--- src/rtl/turn_controller.sv ---
// turn_controller: tic-tac-toe game sequencer.
// Validates X/O moves against an internal occupancy shadow, issues single-cycle
// write strobes with cell codes to the board memory, serves the computer move
// generator in player-vs-computer mode (with timeout fallback), and reports
// win/draw status. All outputs are registered.
//
// Ports:
//   clk, reset               - clock, asynchronous active-high reset
//   new_game                 - one-cycle pulse, restart game (highest priority)
//   gamemode_switch          - 0 = PvP, 1 = PvC; latched only at game start
//   btn_move, sel_cell[3:0]  - player move request and selected cell (0-8)
//   comp_move_valid, comp_cell[3:0] - computer move and its cell
//   pl_inp[3:0], wr_pl       - X cell code and its write strobe
//   comp_inp[3:0], wr_comp   - O cell code and its write strobe
//   comp_req                 - level request to the computer move generator
//   turn                     - 0 = X to move, 1 = O to move
//   status[1:0]              - 00 playing, 01 X wins, 10 O wins, 11 draw
//   err                      - one-cycle pulse on a rejected move
//   board_x[8:0], board_o[8:0] - occupancy shadow, bit n = cell n
module turn_controller #(
    parameter int unsigned COMP_TIMEOUT = 1000,
    parameter int unsigned TO_W         = 16
) (
    input  logic       clk,
    input  logic       reset,
    input  logic       new_game,
    input  logic       gamemode_switch,
    input  logic       btn_move,
    input  logic [3:0] sel_cell,
    input  logic       comp_move_valid,
    input  logic [3:0] comp_cell,
    output logic [3:0] pl_inp,
    output logic [3:0] comp_inp,
    output logic       wr_pl,
    output logic       wr_comp,
    output logic       comp_req,
    output logic       turn,
    output logic [1:0] status,
    output logic       err,
    output logic [8:0] board_x,
    output logic [8:0] board_o
);

    typedef enum logic [2:0] {
        StInit,
        StX,
        StO,
        StCreq,
        StCheck,
        StOver
    } state_e;

    localparam logic [TO_W-1:0] TimeoutVal = TO_W'(COMP_TIMEOUT);

    state_e          state_q, state_d;
    logic            mode_q, mode_d;
    logic [TO_W-1:0] cnt_q, cnt_d;

    logic [3:0] pl_inp_d, comp_inp_d;
    logic       wr_pl_d, wr_comp_d, comp_req_d, turn_d, err_d;
    logic [1:0] status_d;
    logic [8:0] board_x_d, board_o_d;

    logic [8:0] occ;
    logic [8:0] sel_mask, comp_mask, low_mask;
    logic       sel_ok, comp_ok;
    logic [3:0] low_free;
    logic       win_x, win_o;

    function automatic logic has_line(input logic [8:0] b);
        return (b[0] & b[1] & b[2]) | (b[3] & b[4] & b[5]) | (b[6] & b[7] & b[8]) |
               (b[0] & b[3] & b[6]) | (b[1] & b[4] & b[7]) | (b[2] & b[5] & b[8]) |
               (b[0] & b[4] & b[8]) | (b[2] & b[4] & b[6]);
    endfunction

    assign occ       = board_x | board_o;
    // Out-of-range cell codes map to an empty mask and are therefore illegal.
    assign sel_mask  = (sel_cell <= 4'd8) ? (9'd1 << sel_cell) : 9'd0;
    assign comp_mask = (comp_cell <= 4'd8) ? (9'd1 << comp_cell) : 9'd0;
    assign sel_ok    = (|sel_mask) && ~(|(sel_mask & occ));
    assign comp_ok   = (|comp_mask) && ~(|(comp_mask & occ));
    assign low_mask  = 9'd1 << low_free;
    assign win_x     = has_line(board_x);
    assign win_o     = has_line(board_o);

    // Lowest-index free cell; scanning downward lets the lowest index win.
    always_comb begin
        low_free = 4'd0;
        for (int i = 8; i >= 0; i--) begin
            if (!occ[i]) low_free = 4'(i);
        end
    end

    always_comb begin
        state_d    = state_q;
        mode_d     = mode_q;
        cnt_d      = cnt_q;
        pl_inp_d   = pl_inp;
        comp_inp_d = comp_inp;
        wr_pl_d    = 1'b0;
        wr_comp_d  = 1'b0;
        err_d      = 1'b0;
        comp_req_d = comp_req;
        turn_d     = turn;
        status_d   = status;
        board_x_d  = board_x;
        board_o_d  = board_o;

        if (new_game) begin
            state_d    = StInit;
            status_d   = 2'b00;
            turn_d     = 1'b0;
            comp_req_d = 1'b0;
        end else begin
            case (state_q)
                StInit: begin
                    mode_d    = gamemode_switch;
                    board_x_d = 9'd0;
                    board_o_d = 9'd0;
                    state_d   = StX;
                end
                StX: begin
                    if (btn_move) begin
                        if (sel_ok) begin
                            board_x_d = board_x | sel_mask;
                            pl_inp_d  = sel_cell;
                            wr_pl_d   = 1'b1;
                            state_d   = StCheck;
                        end else begin
                            err_d = 1'b1;
                        end
                    end
                end
                StO: begin
                    if (btn_move) begin
                        if (sel_ok) begin
                            board_o_d  = board_o | sel_mask;
                            comp_inp_d = sel_cell;
                            wr_comp_d  = 1'b1;
                            state_d    = StCheck;
                        end else begin
                            err_d = 1'b1;
                        end
                    end
                end
                StCreq: begin
                    cnt_d = cnt_q + 1'b1;
                    if (comp_move_valid && comp_ok) begin
                        board_o_d  = board_o | comp_mask;
                        comp_inp_d = comp_cell;
                        wr_comp_d  = 1'b1;
                        comp_req_d = 1'b0;
                        state_d    = StCheck;
                    end else if (cnt_q == TimeoutVal) begin
                        // Counter starts at zero in the cycle comp_req rises, so the
                        // fallback strobe lands COMP_TIMEOUT+1 cycles after the request.
                        board_o_d  = board_o | low_mask;
                        comp_inp_d = low_free;
                        wr_comp_d  = 1'b1;
                        comp_req_d = 1'b0;
                        state_d    = StCheck;
                    end else if (comp_move_valid) begin
                        err_d = 1'b1;
                    end
                end
                StCheck: begin
                    if (win_x) begin
                        status_d = 2'b01;
                        state_d  = StOver;
                    end else if (win_o) begin
                        status_d = 2'b10;
                        state_d  = StOver;
                    end else if (&occ) begin
                        status_d = 2'b11;
                        state_d  = StOver;
                    end else begin
                        // turn still names the side that just moved
                        turn_d = ~turn;
                        if (turn) begin
                            state_d = StX;
                        end else if (mode_q) begin
                            state_d    = StCreq;
                            comp_req_d = 1'b1;
                            cnt_d      = '0;
                        end else begin
                            state_d = StO;
                        end
                    end
                end
                StOver: ;
                default: state_d = StInit;
            endcase
        end
    end

    always_ff @(posedge clk or posedge reset) begin
        if (reset) begin
            state_q  <= StInit;
            mode_q   <= 1'b0;
            cnt_q    <= '0;
            pl_inp   <= 4'd0;
            comp_inp <= 4'd0;
            wr_pl    <= 1'b0;
            wr_comp  <= 1'b0;
            comp_req <= 1'b0;
            turn     <= 1'b0;
            status   <= 2'b00;
            err      <= 1'b0;
            board_x  <= 9'd0;
            board_o  <= 9'd0;
        end else begin
            state_q  <= state_d;
            mode_q   <= mode_d;
            cnt_q    <= cnt_d;
            pl_inp   <= pl_inp_d;
            comp_inp <= comp_inp_d;
            wr_pl    <= wr_pl_d;
            wr_comp  <= wr_comp_d;
            comp_req <= comp_req_d;
            turn     <= turn_d;
            status   <= status_d;
            err      <= err_d;
            board_x  <= board_x_d;
            board_o  <= board_o_d;
        end
    end

endmodule
--- config.mk ---
export PLATFORM = sky130hd
export DESIGN_NAME = turn_controller
export DESIGN_NICKNAME = d
export VERILOG_FILES = /design/src/rtl/turn_controller.sv
export SDC_FILE = /design/constraint.sdc
export NUM_CORES = 1
export LEC_CHECK = 0
export CAP_MARGIN = 20
export CORE_UTILIZATION = 35
export DETAILED_ROUTE_END_ITERATION = 10
export PLACE_DENSITY = 0.66
export SYNTH_ARGS = -nofsm -noshare
export SYNTH_HDL_FRONTEND = slang
export SYNTH_SLANG_ARGS = --single-unit
--- constraint.sdc ---
create_clock -name clk -period 3.2 [get_ports clk]
set_input_delay 0.64 -clock clk [delete_from_list [all_inputs] [get_ports clk]]
set_output_delay 0.64 -clock clk [all_outputs]
set_load 0.02 [all_outputs]
==> impl_metrics.py <==
metrics = {
    "final_layout": {
        "multi_input_area_um2": 1998,
        "instances_no_fill": 587,
        "layout_commonest_cell": "dfrtp_1",
        "n_antenna_cell": 0,
        "layout-drive-gt1-share_pct": 12.78,
        "final_util_pct": 44.12,
        "syn_to_final_growth_pct": 22.75,
        "seq_area_um2": 1326,
        "nFillCells": 977,
        "finalNetCount": 469,
        "layout_common_cells": "53 x dfrtp_1, 46 x nor2_1, 46 x clkdlybuf4s50_1",
    },
    "placement": {
        "post-dp-hpwl_um": 8281,
        "dp.cells": 579,
        "gp_congestion": 0.9491,
        "io_buffers": 46,
        "pre_cts_slack_ns": 0.1125,
    },
    "yosys": {
        "ys_warn_count": 0,
        "synthArstFlopShare_pct": 100.0,
        "synth_enable_flop_cells": 0,
        "syn_area_um2": 3497,
        "synth_cell_types": 75,
        "synth_top_area_cell": "dfrtp_1",
        "ys_seq_elements": 53,
        "syn-num-nets": 418,
        "netlist_instances": 402,
        "avgSynthCellArea_um2": 8.699,
        "ys_seq_area_share_pct": 37.92,
        "netlist.area_leader.share_pct": 37.92,
        "ys.flop_type": "dfrtp_1",
        "synthTopCellsByArea": "dfrtp_1 38%, nor2_1 4.9%, nand2_1 3.0%",
    },
    "power": {
        "leakage_nw": 1.762,
        "ir_drop_mv": 0.3136,
        "power_w": 0.001781,
        "pwr_density_cell_nw_per_um2": 414.9,
    },
    "sta": {
        "slew_headroom_pct": 48.27,
        "hold_viol": 0,
        "tightestPinTransition_ns": 0.7749,
        "slew_viol_final": 0,
        "timing.final.crit_share_pct": 88.66,
        "finalSetupTns_ns": 0,
        "worst_slack_ns": 0.3630,
        "rsz0062_at_grt": "no",
        "max_freq_mhz": 352.5,
        "skew_ns": 0.006587,
        "setup_viol": 0,
        "fin_crit_ns": 2.837,
    },
    "critical_path": {
        "r2r-start": "state_q[0]$_DFFE_PP0P_",
        "arrival_ns": 3.10,
        "cp_data_required_time_ns": 3.46,
        "crit_type": "in2reg",
        "r2r_slack_ns": 0.65,
        "end_kind": "register",
        "rr_worst_depth": 6,
        "crit_path_start_kind": "input pin",
        "cp_max_fo": 10,
        "reg2reg_to": "cnt_q[15]$_DFFE_PP0P_",
    },
    "floorplan": {
        "ios": 47,
        "rows": 36,
        "start_util_pct": 35.94,
        "die_w_um": 102.0,
        "die_h_um": 102.0,
        "coreArea_um2": 9729,
        "die_area_um2": 10400,
    },
    "grt": {
        "grt_pass1_vias": 3418,
        "grt_overflow": 0,
        "grt_pass1_wl_um": 17700,
        "grtUsageTotal_pct": 22.19,
        "grtUsageMet3_pct": 4.720,
        "grt_antenna_before_repair": 0,
        "grt_use_met2_pct": 35.05,
        "busiest_layer": "met2",
        "grt_util_met1_pct": 29.19,
        "grt_max_degree": 36,
    },
    "clock_network": {
        "cts_tree": "built",
        "cts.hold.buffers_added": 0,
        "cts_resized": 0,
        "postCtsSetupBuffers": 0,
        "clock-sinks": 53,
        "clockRootBuffer": "clkbuf_8",
        "cts_buffers": 5,
        "clk_path_buf_depth": 2,
        "cts.clk_slew.worst_paths_ns": 0.10,
        "htreeDepth": 2,
        "clk_latency_ns": 0.32,
    },
    "detailed_routing": {
        "drt_iter0_drc": 346,
        "drc": 0,
        "vias": 3554,
        "drt-total-wl_um": 11120,
        "dr.pass1.iters": 5,
        "routedWlPerCell_um": 18.94,
        "drtAntennaViolNets": 0,
        "drt-vias-per-instance": 6.055,
    },
    "min_path": {
        "hold_path.class": "reg2reg",
        "min-delay-start": "cnt_q[15]$_DFFE_PP0P_",
        "hold-path-cell-count": 1,
        "hold_path_end": "cnt_q[15]$_DFFE_PP0P_",
    },
    "run_status": {
        "status": "finished clean",
    },
    "flow_run": {
        "cap_violations": 0,
    },
}
[layer usage]
metal | routed length [µm] | share of wire (%)
met1 | 4817 | 43
met2 | 5113 | 46
met3 | 727 | 6.5
met4 | 459 | 4.1
met5 | 0 | 0
[worst max path at each step]
stage	to	cells after the start	startpoint	slack (ns)
3_3_place_gp	board_o[5]$_DFFE_PP0P_	8	comp_cell[0]	0.15
6_report	board_o[1]$_DFFE_PP0P_	7	comp_cell[0]	0.36
3_5_place_dp	board_o[8]$_DFFE_PP0P_	8	comp_cell[0]	0.11
2_1_floorplan	comp_inp[2]$_DFFE_PP0P_	7	comp_cell[1]	0.69
5_1_grt	board_o[3]$_DFFE_PP0P_	8	sel_cell[2]	0.30
4_1_cts	board_o[5]$_DFFE_PP0P_	8	comp_cell[0]	0.45
[where the power goes]
part | internal [W] | switching [W]
logic | 0.000224 | 0.000258
clock network | 0.000255 | 0.000235
registers | 0.000736 | 0.0000735
total | 0.00121 | 0.000566
[sequential cells by signal (all words and copies together) (netlist names)]
register  flops
comp_inp      4
status        2
wr_comp       1
pl_inp        4
wr_pl         1
board_o       9
turn          1
state_q       3
board_x       9
comp_req      1
err           1
cnt_q        16
mode_q        1
[per-stage QoR]
| step | hold WS [ns] | instance area (µm²) |
|---|---|---|
| 3_5_place_dp | 0.4858 | 4173 |
| 6_report | 0.5088 | 4293 |
| 3_3_place_gp | 0.4838 | 4173 |
| 5_1_grt | 0.5277 | 4293 |
| 4_1_cts | 0.5056 | 4293 |
| 2_1_floorplan | 0.4517 | 3497 |
[cell usage after synthesis (all sizes together), types with 8 or more instances]
master / n
or2: 9
nor4: 13
a31oi: 8
nor3: 9
nor2: 46
clkbuf: 13
a22o: 12
a21oi: 19
o21ai: 30
nand3: 8
and3: 10
inv: 13
nand2: 28
buf: 12
dfrtp: 53
[critical path, cell delays in order]
cell,delay (ns)
clkdlybuf4s50_1,0.58
or3_1,0.43
o31a_1,0.40
o21a_1,0.23
a2111oi_0,0.48
o32a_1,0.22
a22o_1,0.12
[cell families (layout without fill, tap and decap cells)]
logic type | after synthesis | in the layout | synth area share, %
and+or+nand+nor | 172 | 172 | 27.55
AOI/OAI and AO/OA | 121 | 121 | 24.19
DFF | 53 | 53 | 37.92
buffers and inverters | 38 | 90 | 5.116
muxes | 9 | 9 | 2.755
xor gates and xnor gates | 7 | 7 | 1.753
adders and majority gates | 2 | 2 | 0.7154
[area by class of cell]
cell class                 count  area share, %
multi-input combinational    311          46.55
sequential                    53          30.89
timing repair buffer          69          14.75
tap                          133          3.876
clock buffer                   6          1.924
inverter                      13          1.137
clock inverter                 2         0.8744
Note: power is estimated with default switching activity, not from simulation.
